[src/rtl/fifo_slave_if.sv]
// rtl/fifo_slave_if.sv - bus-side signal bundle between the single bus master and fifo_slave
//
// Signals:
//   S_sel   master->slave  slave select from the bus decoder
//   S_wr    master->slave  1 = write access, 0 = read access
//   S_addr  master->slave  byte-free register address, only [2:0] decoded by the slave
//   S_din   master->slave  write data
//   S_dout  slave->master  registered read data
interface fifo_slave_if;
    logic        S_sel;
    logic        S_wr;
    logic [7:0]  S_addr;
    logic [31:0] S_din;
    logic [31:0] S_dout;

    modport master (
        output S_sel,
        output S_wr,
        output S_addr,
        output S_din,
        input  S_dout
    );

    modport slave (
        input  S_sel,
        input  S_wr,
        input  S_addr,
        input  S_din,
        output S_dout
    );
endinterface

[src/rtl/fifo_slave.sv]
// rtl/fifo_slave.sv - memory-mapped 32-bit FIFO slave with sticky error flags
//
// Ports:
//   clk      system clock, all state on rising edge
//   reset_n  synchronous active-low reset
//   bus      fifo_slave_if.slave: S_sel/S_wr/S_addr/S_din in, S_dout out (registered)
//   irq      threshold interrupt, registered (only when FIFO_IRQ_EN is defined)
//
// Register map (S_addr[2:0]):
//   0 DATA_IN  W: push S_din            R: 0
//   1 DATA_OUT R: pop head into S_dout  W: ignored
//   2 STATUS   R: {count[15:8], ovf[3], unf[2], full[1], empty[0]}
//   3 CTRL     W: bit0 flush, bit1 clear sticky flags   R: 0
//   4 THRESH   RW bits[7:0] with FIFO_IRQ_EN, otherwise reads 0
//   5-7        read 0, writes ignored
//
// Optional feature macro: FIFO_IRQ_EN (threshold register and irq output).
module fifo_slave #(
    parameter int DEPTH_LOG2 = 3
) (
    input  logic          clk,
    input  logic          reset_n,
    fifo_slave_if.slave   bus
`ifdef FIFO_IRQ_EN
    ,
    output logic          irq
`endif
);

    localparam int CW    = DEPTH_LOG2 + 1;
    localparam int DEPTH = 1 << DEPTH_LOG2;
    localparam logic [CW-1:0] FULL_CNT = CW'(1) << DEPTH_LOG2;

    logic [31:0]           r_mem [0:DEPTH-1];
    logic [DEPTH_LOG2-1:0] r_wptr;
    logic [DEPTH_LOG2-1:0] r_rptr;
    logic [CW-1:0]         r_count;
    logic                  r_unf;
    logic                  r_ovf;
    logic [31:0]           r_dout;

    logic [2:0]    w_off;
    logic          w_empty;
    logic          w_full;
    logic          w_push;
    logic          w_pop;
    logic          w_flush;
    logic          w_clear;
    logic [CW-1:0] w_count_next;
    logic [31:0]   w_status;
    logic [31:0]   w_rdata;
    logic          w_unused_addr;

    assign w_off         = bus.S_addr[2:0];
    assign w_unused_addr = ^bus.S_addr[7:3];
    assign w_empty       = (r_count == '0);
    assign w_full        = (r_count == FULL_CNT);
    assign w_push        = bus.S_sel &  bus.S_wr & (w_off == 3'd0);
    assign w_pop         = bus.S_sel & ~bus.S_wr & (w_off == 3'd1);
    assign w_flush       = bus.S_sel &  bus.S_wr & (w_off == 3'd3) & bus.S_din[0];
    assign w_clear       = bus.S_sel &  bus.S_wr & (w_off == 3'd3) & bus.S_din[1];
    assign w_status      = {16'h0, 8'(r_count), 4'h0, r_ovf, r_unf, w_full, w_empty};
    assign bus.S_dout    = r_dout;

`ifdef FIFO_IRQ_EN
    logic [7:0] r_thresh;
    logic       r_irq;
    logic [7:0] w_thresh_next;
    logic       w_thresh_wr;

    assign w_thresh_wr   = bus.S_sel & bus.S_wr & (w_off == 3'd4);
    assign w_thresh_next = w_thresh_wr ? bus.S_din[7:0] : r_thresh;
    assign irq           = r_irq;
`endif

    // Occupancy after this edge; at most one of push/pop/flush per cycle.
    always_comb begin
        w_count_next = r_count;
        if (w_flush)
            w_count_next = '0;
        else if (w_push && !w_full)
            w_count_next = r_count + 1'b1;
        else if (w_pop && !w_empty)
            w_count_next = r_count - 1'b1;
    end

    // Read mux; every non-read cycle returns 0, as does an underflowing pop.
    always_comb begin
        w_rdata = 32'h0;
        if (bus.S_sel && !bus.S_wr) begin
            case (w_off)
                3'd1:    w_rdata = w_empty ? 32'h0 : r_mem[r_rptr];
                3'd2:    w_rdata = w_status;
`ifdef FIFO_IRQ_EN
                3'd4:    w_rdata = {24'h0, r_thresh};
`endif
                default: w_rdata = 32'h0;
            endcase
        end
    end

    // Storage array deliberately has no reset.
    always_ff @(posedge clk) begin
        if (reset_n && w_push && !w_full)
            r_mem[r_wptr] <= bus.S_din;
    end

    always_ff @(posedge clk) begin
        if (!reset_n) begin
            r_wptr  <= '0;
            r_rptr  <= '0;
            r_count <= '0;
            r_unf   <= 1'b0;
            r_ovf   <= 1'b0;
            r_dout  <= 32'h0;
        end else begin
            r_count <= w_count_next;
            r_dout  <= w_rdata;
            if (w_flush) begin
                r_wptr <= '0;
                r_rptr <= '0;
            end else begin
                if (w_push && !w_full)
                    r_wptr <= r_wptr + 1'b1;
                if (w_pop && !w_empty)
                    r_rptr <= r_rptr + 1'b1;
            end
            if (w_clear) begin
                r_unf <= 1'b0;
                r_ovf <= 1'b0;
            end else begin
                if (w_push && w_full)
                    r_ovf <= 1'b1;
                if (w_pop && w_empty)
                    r_unf <= 1'b1;
            end
        end
    end

`ifdef FIFO_IRQ_EN
    // irq tracks the post-edge occupancy against the post-edge threshold.
    always_ff @(posedge clk) begin
        if (!reset_n) begin
            r_thresh <= 8'h0;
            r_irq    <= 1'b0;
        end else begin
            r_thresh <= w_thresh_next;
            r_irq    <= (w_thresh_next != 8'h0) && (8'(w_count_next) >= w_thresh_next);
        end
    end
`endif

endmodule

[src/flat_wrapper.sv]
// flat-port wrapper written by rule: the top's interface ports become plain ports
module fifo_slave_flat 
#(
    parameter int DEPTH_LOG2 = 3
)
  (clk, reset_n, bus_S_sel, bus_S_wr, bus_S_addr, bus_S_din, bus_S_dout);
  fifo_slave_if bus_i ();
  input  logic clk;
  input  logic reset_n;
  input wire logic [$bits(bus_i.S_sel)-1:0] bus_S_sel;
  input wire logic [$bits(bus_i.S_wr)-1:0] bus_S_wr;
  input wire logic [$bits(bus_i.S_addr)-1:0] bus_S_addr;
  input wire logic [$bits(bus_i.S_din)-1:0] bus_S_din;
  output wire logic [$bits(bus_i.S_dout)-1:0] bus_S_dout;
  assign bus_i.S_sel = bus_S_sel;
  assign bus_i.S_wr = bus_S_wr;
  assign bus_i.S_addr = bus_S_addr;
  assign bus_i.S_din = bus_S_din;
  assign bus_S_dout = bus_i.S_dout;
  fifo_slave #(.DEPTH_LOG2(DEPTH_LOG2)) u_core (.clk(clk), .reset_n(reset_n), .bus(bus_i));
endmodule
[config.mk]
export PLATFORM = sky130hd
export DESIGN_NAME = fifo_slave_flat
export DESIGN_NICKNAME = d
export VERILOG_FILES = /design/src/rtl/fifo_slave_if.sv /design/src/rtl/fifo_slave.sv /design/src/flat_wrapper.sv
export SDC_FILE = /design/constraint.sdc
export NUM_CORES = 1
export LEC_CHECK = 0
export ABC_CLOCK_PERIOD_IN_PS = 5370
export BUFFER_PORTS_ARGS = -buffer_cell sky130_fd_sc_hd__clkbuf_2
export CAP_MARGIN = 20
export CORE_MARGIN = 8
export CORE_UTILIZATION = 45
export DETAILED_ROUTE_END_ITERATION = 16
export PLACE_DENSITY_LB_ADDON = 0.25
export SETUP_SLACK_MARGIN = 0.5
export SYNTH_ARGS = -nofsm -noshare
export SYNTH_HDL_FRONTEND = slang
export SYNTH_SLANG_ARGS = --single-unit
[constraint.sdc]
create_clock -name clk -period 5.37 [get_ports clk]
set_input_delay 0.537 -clock clk [delete_from_list [all_inputs] [get_ports clk]]
set_output_delay 0.537 -clock clk [all_outputs]
set_load 0.01 [all_outputs]
==> results by group, run 1 <==
Route
  • # DRC: 0
  • Met2 routed WL: approximately 11000 um
  • TritonRoute pass-1 iters: 4
  • DR iter-0 viols: 319
  • Routed WL: 21500 um
  • DR vias/cell: 5.36
  • Metal3 WL: 1090 um
  • WL per Instance: 21.9 um
  • Vias: approximately 5200
  • Final ANT Viol Nets: 0
  • Metal-1 WL: 8840 um
  • Top sig layer: met5

Timing
  • Final setup viols: 0
  • Fin. Hold Viols: 0
  • Hold WS: 257 ps
  • Slew headroom: 34.3%
  • Max Fclk: 326 MHz
  • Max-slew violations: 0
  • RSZ-0062 raised after global routing: no
  • Setup_tns: 0 ps
  • Actual slew at the worst max-slew pin: 977 ps
  • Crit path time final: about 3000 ps
  • Tcrit/Tclk final: 57.0%
  • Clock skew: 15.4 ps

Clock network
  • CTS tree: built
  • Clock-pin slew on the worst setup and hold paths: 60 ps
  • Post-CTS setup buffers: 0
  • # clock sinks: ~300
  • CTS resizes: 0
  • Clock Latency Late Sink: 550 ps
  • CTS root buf: clkbuf_16
  • CTS hold repair buffers: 0
  • Clock buffer depth: 3
  • Cts bufs inserted: 30
  • H-tree levels: 1

Cells and area
  • Share of cells above drive strength 1: 32.8%
  • Most common cell after layout, fill and taps aside: edfxtp_1
  • Final Cell Area: around 0.013 mm^2
  • Most frequent cells in the layout: edfxtp_1, clkbuf_2, mux4_2
  • NumNets Final: 680
  • Number of diodes: 0
  • Area Overhead vs Synth: 16.9%
  • Core Util, Final: a little over half
  • Final instance count without filler cells: 979

Pwr
  • Leakage: 4.20 nW
  • Pwr/cell area: 369 mW/mm^2
  • Peak VDD IR: 0.000206 V

Global route
  • Vias in the first global route: 5769
  • GRT Util Overall: 14.3%
  • Congestion Overflow GR: 0
  • Initial antenna violation count: 2
  • First-pass GRT wire length: ~33000 um
  • Largest net degree at the start of global routing: 44

Floorplan
  • Initial core utilization: a little under half
  • Die Ht: 174 um
  • Die area: 0.0301 mm^2
  • # IOs: 76
  • Die Wd: about 170 um
  • Num rows: 57
  • Core box area: roughly 0.024 mm^2

Yosys
  • Syn_area_per_cell: between 20 and 25 um^2
  • Mapped Cells: around 540
  • Ys async rst share: 0%
  • EDFF count, synth: ~260
  • Area leader, netlist: edfxtp_1
  • Synth top area share: around 69%
  • Seq/Total Area, Yosys: approximately 77%
  • Syn Std Cell Area: 0.0112 mm^2
  • Synth area leaders: edfxtp_1, mux4_2, dfxtp_1, mux2i_1, nor2_1
  • Yosys cell types: 32
  • Yosys reg bits: 303
  • Top_reg_cell synth: edfxtp_1
  • Syn nets: approximately 600
  • Synth Warn #: 0

Critical path
  • Register-to-Register Path Depth: 8
  • Worst EP required: 5800 ps
  • Setup crit start kind: flip-flop
  • Reg-to-reg critical path startpoint: u_core.r_count[0]$_SDFFE_PP0P_
  • Kind of critical path: flip-flop to flip-flop
  • Data arrival, critical path: ~3500 ps
  • RR Endpoint: u_core.r_count[3]$_SDFFE_PP0P_
  • Crit. End Element: flip-flop
  • CP max FO: 13
  • Setup slack, reg-to-reg: 2310 ps

Hold path
  • Hold path startpoint: bus_S_din[13]
  • Hold Path Depth: 1
  • Worst Hold Endpoint: u_core.r_mem[0][13]$_DFFE_PP_
  • Hold crit path type: input port to flip-flop

Placed design
  • Post-placement cell area: ~0.012 mm^2
  • Port Buffers: 70
  • DP Wirelength: 12100 um
  • RD Place Congestion: 0.708
  • DP Cell Count: 922

Status
  • Status: complete, no violations

Flow run
  • Max-cap violations: 0
==> cell usage after synthesis (4+ instances only) <==
master and n:
a21oi_1 9, buf_2 10, clkbuf_1 14, dfxtp_1 47, edfxtp_1 256, ha_1 4
inv_1 5, mux2i_1 33, mux4_2 64, nand2_1 16, nor2_1 32, nor3_1 8
nor4_1 4, o21ai_0 11
==> critical path, stage by stage, from the launching register on <==
cell,delay (ps)
dfxtp_1,380
nor4b_1,730
nor4b_4,180
inv_1,390
ha_1,320
a21o_1,180
a21oi_1,190
mux2i_1,240
mux2_2,350
==> per-layer routing <==
metal  vias to the layer above  track usage [%]
li1                       2371                -
met1                      2732             17.3
met2                       100             25.5
met3                        37             3.05
met4                         4             3.95
met5                         -                0
==> flip-flops by register name (all words and copies together) (netlist names), named ones only <==
| signal | count |
|---|---|
| u_core.r_unf | 1 |
| u_core.r_ovf | 1 |
| u_core.r_wptr | 3 |
| u_core.r_mem | 256 |
| u_core.r_rptr | 3 |
| u_core.r_count | 4 |
| u_core.bus.S_dout | 32 |
==> cells by family (layout without fill, tap and decap cells) <==
family | Yosys count | count (layout) | synth area share (%)
AND/OR/NAND/NOR | 74 | 74 | 3.46
AO/OA/AOI/OAI | 24 | 24 | 1.21
adder cells (fa/ha/maj) | 5 | 5 | 0.628
multiplexers | 98 | 98 | 16.0
XOR/XNOR | 3 | 3 | 0.235
buffers and inverters | 31 | 148 | 1.22
flip-flops | 303 | 303 | 77.3
==> area by class of cell <==
type / count / area, um^2
well taps: 324 / 405
multi-input cells: 204 / 2450
fillers: 1895 / 11300
clock buffers: 44 / 873
clock inverters: 12 / 199
flip-flops and latches: 303 / 8630
inverters: 5 / 18.8
repair buffers: 87 / 475
==> where the power goes <==
group / internal (mW) / total [mW] / switching (mW)
Combinational: 0.0207 / 0.0605 / 0.0398
Clock: 1.36 / 2.20 / 0.834
Sequential: 2.55 / 2.55 / 0.00312
Total: 3.93 / 4.81 / 0.877
==> how the worst max path moves through the flow <==
| stage | from | to | slack [ps] |
|---|---|---|---|
| final | u_core.r_count[0]$_SDFFE_PP0P_ | u_core.r_count[3]$_SDFFE_PP0P_ | 2310 |
| after global routing | u_core.r_count[0]$_SDFFE_PP0P_ | u_core.r_count[3]$_SDFFE_PP0P_ | 2150 |
| after CTS | u_core.r_count[0]$_SDFFE_PP0P_ | u_core.r_count[3]$_SDFFE_PP0P_ | 2310 |
| after detailed placement | bus_S_addr[1] | u_core.r_mem[4][20]$_DFFE_PP_ | 1910 |
| after global placement | bus_S_addr[1] | u_core.r_mem[4][3]$_DFFE_PP_ | 1990 |
| after floorplan | bus_S_addr[1] | u_core.r_mem[0][0]$_DFFE_PP_ | 60 |
==> stage by stage <==
stage	worst slack (ps)	power [mW]
final	2310	4.81
after global routing	2150	4.95
after CTS	2310	4.86
after detailed placement	1910	2.66
after global placement	1990	2.66
after floorplan	64.3	2.62
(Power assumes the default switching activity.)
==> run 2: changes to the inputs <==
ABC_CLOCK_PERIOD_IN_PS = 2500   (was 5370)
clock period = 2.5 ns   (was 5.37 ns; I/O delays follow)
==> run 2 against run 1 <==
Effect of this change: sequential share of layout area shrank 7.4 points; critical endpoint is now u_core.r_mem[2][22]$_DFFE_PP_; non-clock buffer count up 108; critical path depth is 3 higher; largest power group unchanged; die area stayed put; critical path type unchanged; clock skew fell by 4.7 ps; cell count up 11%.
==> results by group, run 2 (same netlist as run 1, synthesis figures left out) <==
Pwr
  • Pwr/cell area: 685 mW/mm^2 (was 369 mW/mm^2)
  • Seq pwr share: 54.4% (was 53.0%)
  • Sw Share: 18.9% (was 18.2%)
  • Comb pwr share: 2.0% (was 1.3%)
  • Peak VDD IR: 0.000544 V (was 0.000206 V)
  • Cell-internal power: 8.16 mW (was 3.93 mW)
  • Leakage: 4.88 nW (was 4.20 nW)
  • Clock power share: 43.5% (was 45.7%)
  • P_sw: 1.91 mW (was 0.877 mW)

Critical path
  • CP max FO: 5 (was 13)
  • Worst EP required: 2760 ps (was 5800 ps)
  • Crit. End Element: flip-flop (unchanged)
  • Reg-to-reg critical path startpoint: u_core.r_count[3]$_SDFFE_PP0P_ (was u_core.r_count[0]$_SDFFE_PP0P_)
  • Setup slack, reg-to-reg: 210 ps (was 2310 ps)
  • Critical path origin: u_core.r_count[3]$_SDFFE_PP0P_ (was u_core.r_count[0]$_SDFFE_PP0P_)
  • Kind of critical path: flip-flop to flip-flop (unchanged)
  • Register-to-Register Path Depth: 11 (was 8)
  • Data arrival, critical path: 2550 ps (was 3500 ps)
  • RR Endpoint: u_core.r_mem[2][22]$_DFFE_PP_ (was u_core.r_count[3]$_SDFFE_PP0P_)
  • Setup crit start kind: flip-flop (unchanged)

Clock network
  • Cts bufs inserted: 31 (was 30)
  • # clock sinks: 303 (unchanged)
  • CTS tree: built (unchanged)
  • Clock buffer depth: 3 (unchanged)
  • CTS root buf: clkbuf_16 (unchanged)
  • H-tree levels: 1 (unchanged)
  • Clock-pin slew on the worst setup and hold paths: 60 ps (about the same)
  • Clock Latency Late Sink: 540 ps (was 550 ps)

Route
  • Routed WL: 24900 um (was 21500 um)
  • DR iter-0 viols: 486 (was 319)
  • DR vias/cell: 5.36 (about the same)
  • Final ANT Viol Nets: 0 (unchanged)
  • WL per Instance: 22.9 um (was 21.9 um)
  • TritonRoute pass-1 iters: 5 (was 4)
  • Vias: 5829 (was 5244)
  • # DRC: 0 (unchanged)

Timing
  • Setup_tns: 0 ps (unchanged)
  • Actual slew at the worst max-slew pin: 634 ps (was 977 ps)
  • Crit path time final: 2290 ps (was 3060 ps)
  • Clock skew: 10.7 ps (was 15.4 ps)
  • Final setup viols: 0 (unchanged)
  • Setup WS post-layout: 211 ps (was 2310 ps)
  • Tcrit/Tclk final: 91.6% (was 57.0%)
  • RSZ-0062 raised after global routing: yes (was no)
  • Max Fclk: 437 MHz (was 326 MHz)
  • Slew headroom: 57.7% (was 34.3%)
  • Max-slew violations: 0 (unchanged)
  • Fin. Hold Viols: 0 (unchanged)
  • Hold WS: 25.6 ps (was 257 ps)

Global route
  • GRT Util Overall: 15.5% (was 14.3%)
  • Congestion Overflow GR: 0 (unchanged)
  • Largest net degree at the start of global routing: 62 (was 44)
  • Initial antenna violation count: 0 (was 2)
  • Vias in the first global route: 6091 (was 5769)
  • First-pass GRT wire length: 36100 um (was 33400 um)

Floorplan
  • Initial core utilization: 45.9% (unchanged)
  • Die Ht: 174 um (unchanged)
  • # IOs: 76 (unchanged)
  • Core box area: 0.0243 mm^2 (unchanged)
  • Num rows: 57 (unchanged)
  • Die area: 0.0301 mm^2 (unchanged)
  • Die Wd: 174 um (unchanged)

Hold path
  • Hold Path Depth: 1 (unchanged)
  • Hold crit path type: input port to flip-flop (unchanged)
  • Hold path startpoint: bus_S_din[7] (was bus_S_din[13])
  • Worst Hold Endpoint: u_core.r_mem[1][7]$_DFFE_PP_ (was u_core.r_mem[0][13]$_DFFE_PP_)

Placed design
  • Port Buffers: 70 (unchanged)
  • DP Cell Count: 939 (was 922)
  • Dpl ws: 40.3 ps (was 1910 ps)
  • DP Wirelength: 12500 um (was 12100 um)
  • RD Place Congestion: 0.737 (was 0.708)

Cells and area
  • Max FFs per register: 256 (unchanged)
  • Most common cell after layout, fill and taps aside: edfxtp_1 (unchanged)
  • Share of cells above drive strength 1: 40.2% (was 32.8%)
  • Top reg by flops: u_core.r_mem (unchanged)
  • Area Overhead vs Synth: 31.7% (was 16.9%)
  • Most frequent cells in the layout: edfxtp_1, clkbuf_2, mux4_2 (unchanged)
  • Number of diodes: 0 (unchanged)
  • NumNets Final: 789 (was 680)
  • Register area: 0.00864 mm^2 (was 0.00863 mm^2)
  • Final instance count without filler cells: 1088 (was 979)
  • Core Util, Final: 60.5% (was 53.7%)
  • Fillers: 1702 (was 1895)
  • Multi-input gate area: 0.00259 mm^2 (was 0.00245 mm^2)

Flow run
  • Max-cap violations: 0 (unchanged)

Status
  • Status: complete, no violations (unchanged)
run 2: through the flow:
| step | area [um^2] | power, mW |
|---|---|---|
| after floorplan | 11300 | 5.64 |
| after global placement | 12300 | 5.72 |
| after detailed placement | 12300 | 5.73 |
| after CTS | 14200 | 10.1 |
| after global routing | 14700 | 10.4 |
| final | 14700 | 10.1 |
run 2: cell type report:
type | count | share of cell area (%)
clock inverters | 9 | 0.536
well taps | 324 | 2.76
clock buffers | 48 | 6.18
flip-flops and latches | 303 | 58.7
inverters | 5 | 0.128
repair buffers | 195 | 14.0
multi-input cells | 204 | 17.6
run 2: power groups by stage:
| stage | combinational, mW | sequential (mW) | clock [mW] |
|---|---|---|---|
| 6_report | 0.205 | 5.48 | 4.38 |
| 4_1_cts | 0.194 | 5.48 | 4.47 |
| 2_1_floorplan | 0.0486 | 5.59 | 0 |
| 5_1_grt | 0.222 | 5.48 | 4.68 |
| 3_3_place_gp | 0.133 | 5.59 | 0 |
| 3_5_place_dp | 0.146 | 5.59 | 0 |
run 2: repair_timing:
item / CTS / global route
hold buffers: 27 / 1
pin swaps: 10 / 10
gates cloned: 9 / 9
endpoints found under the setup margin: 259 / 216
buffers inserted: 27 / 19
gates resized for setup: 40 / 29
hold endpoints to repair: 208 / 2
run 2: layer usage:
metal | track usage, % | wire length (um) | vias to the layer above | share of wire, %
li1 | - | - | 2594 | -
met1 | 19.2 | 10100 | 3036 | 41
met2 | 26.7 | 12700 | 154 | 51
met3 | 2.94 | 1290 | 45 | 5.2
met4 | 5.61 | 733 | 0 | 2.9
met5 | 0 | 0 | - | 0
run 2: worst max path at each step:
stage	end	slack, ps
3_3_place_gp	u_core.r_count[3]$_SDFFE_PP0P_	100
5_1_grt	u_core.r_mem[2][30]$_DFFE_PP_	150
6_report	u_core.r_mem[2][22]$_DFFE_PP_	210
4_1_cts	u_core.r_count[3]$_SDFFE_PP0P_	310
2_1_floorplan	u_core.r_mem[0][0]$_DFFE_PP_	-370
3_5_place_dp	u_core.r_count[3]$_SDFFE_PP0P_	40
run 2: critical path: stages, from the launching register on:
cell and delay (ps):
dfxtp_2 340, nor4b_4 130, buf_4 150, nor4b_4 300, inv_2 110, buf_6 140, buf_8 130, buf_6 110
nor4_4 150, buf_4 180, buf_6 120, clkbuf_16 140
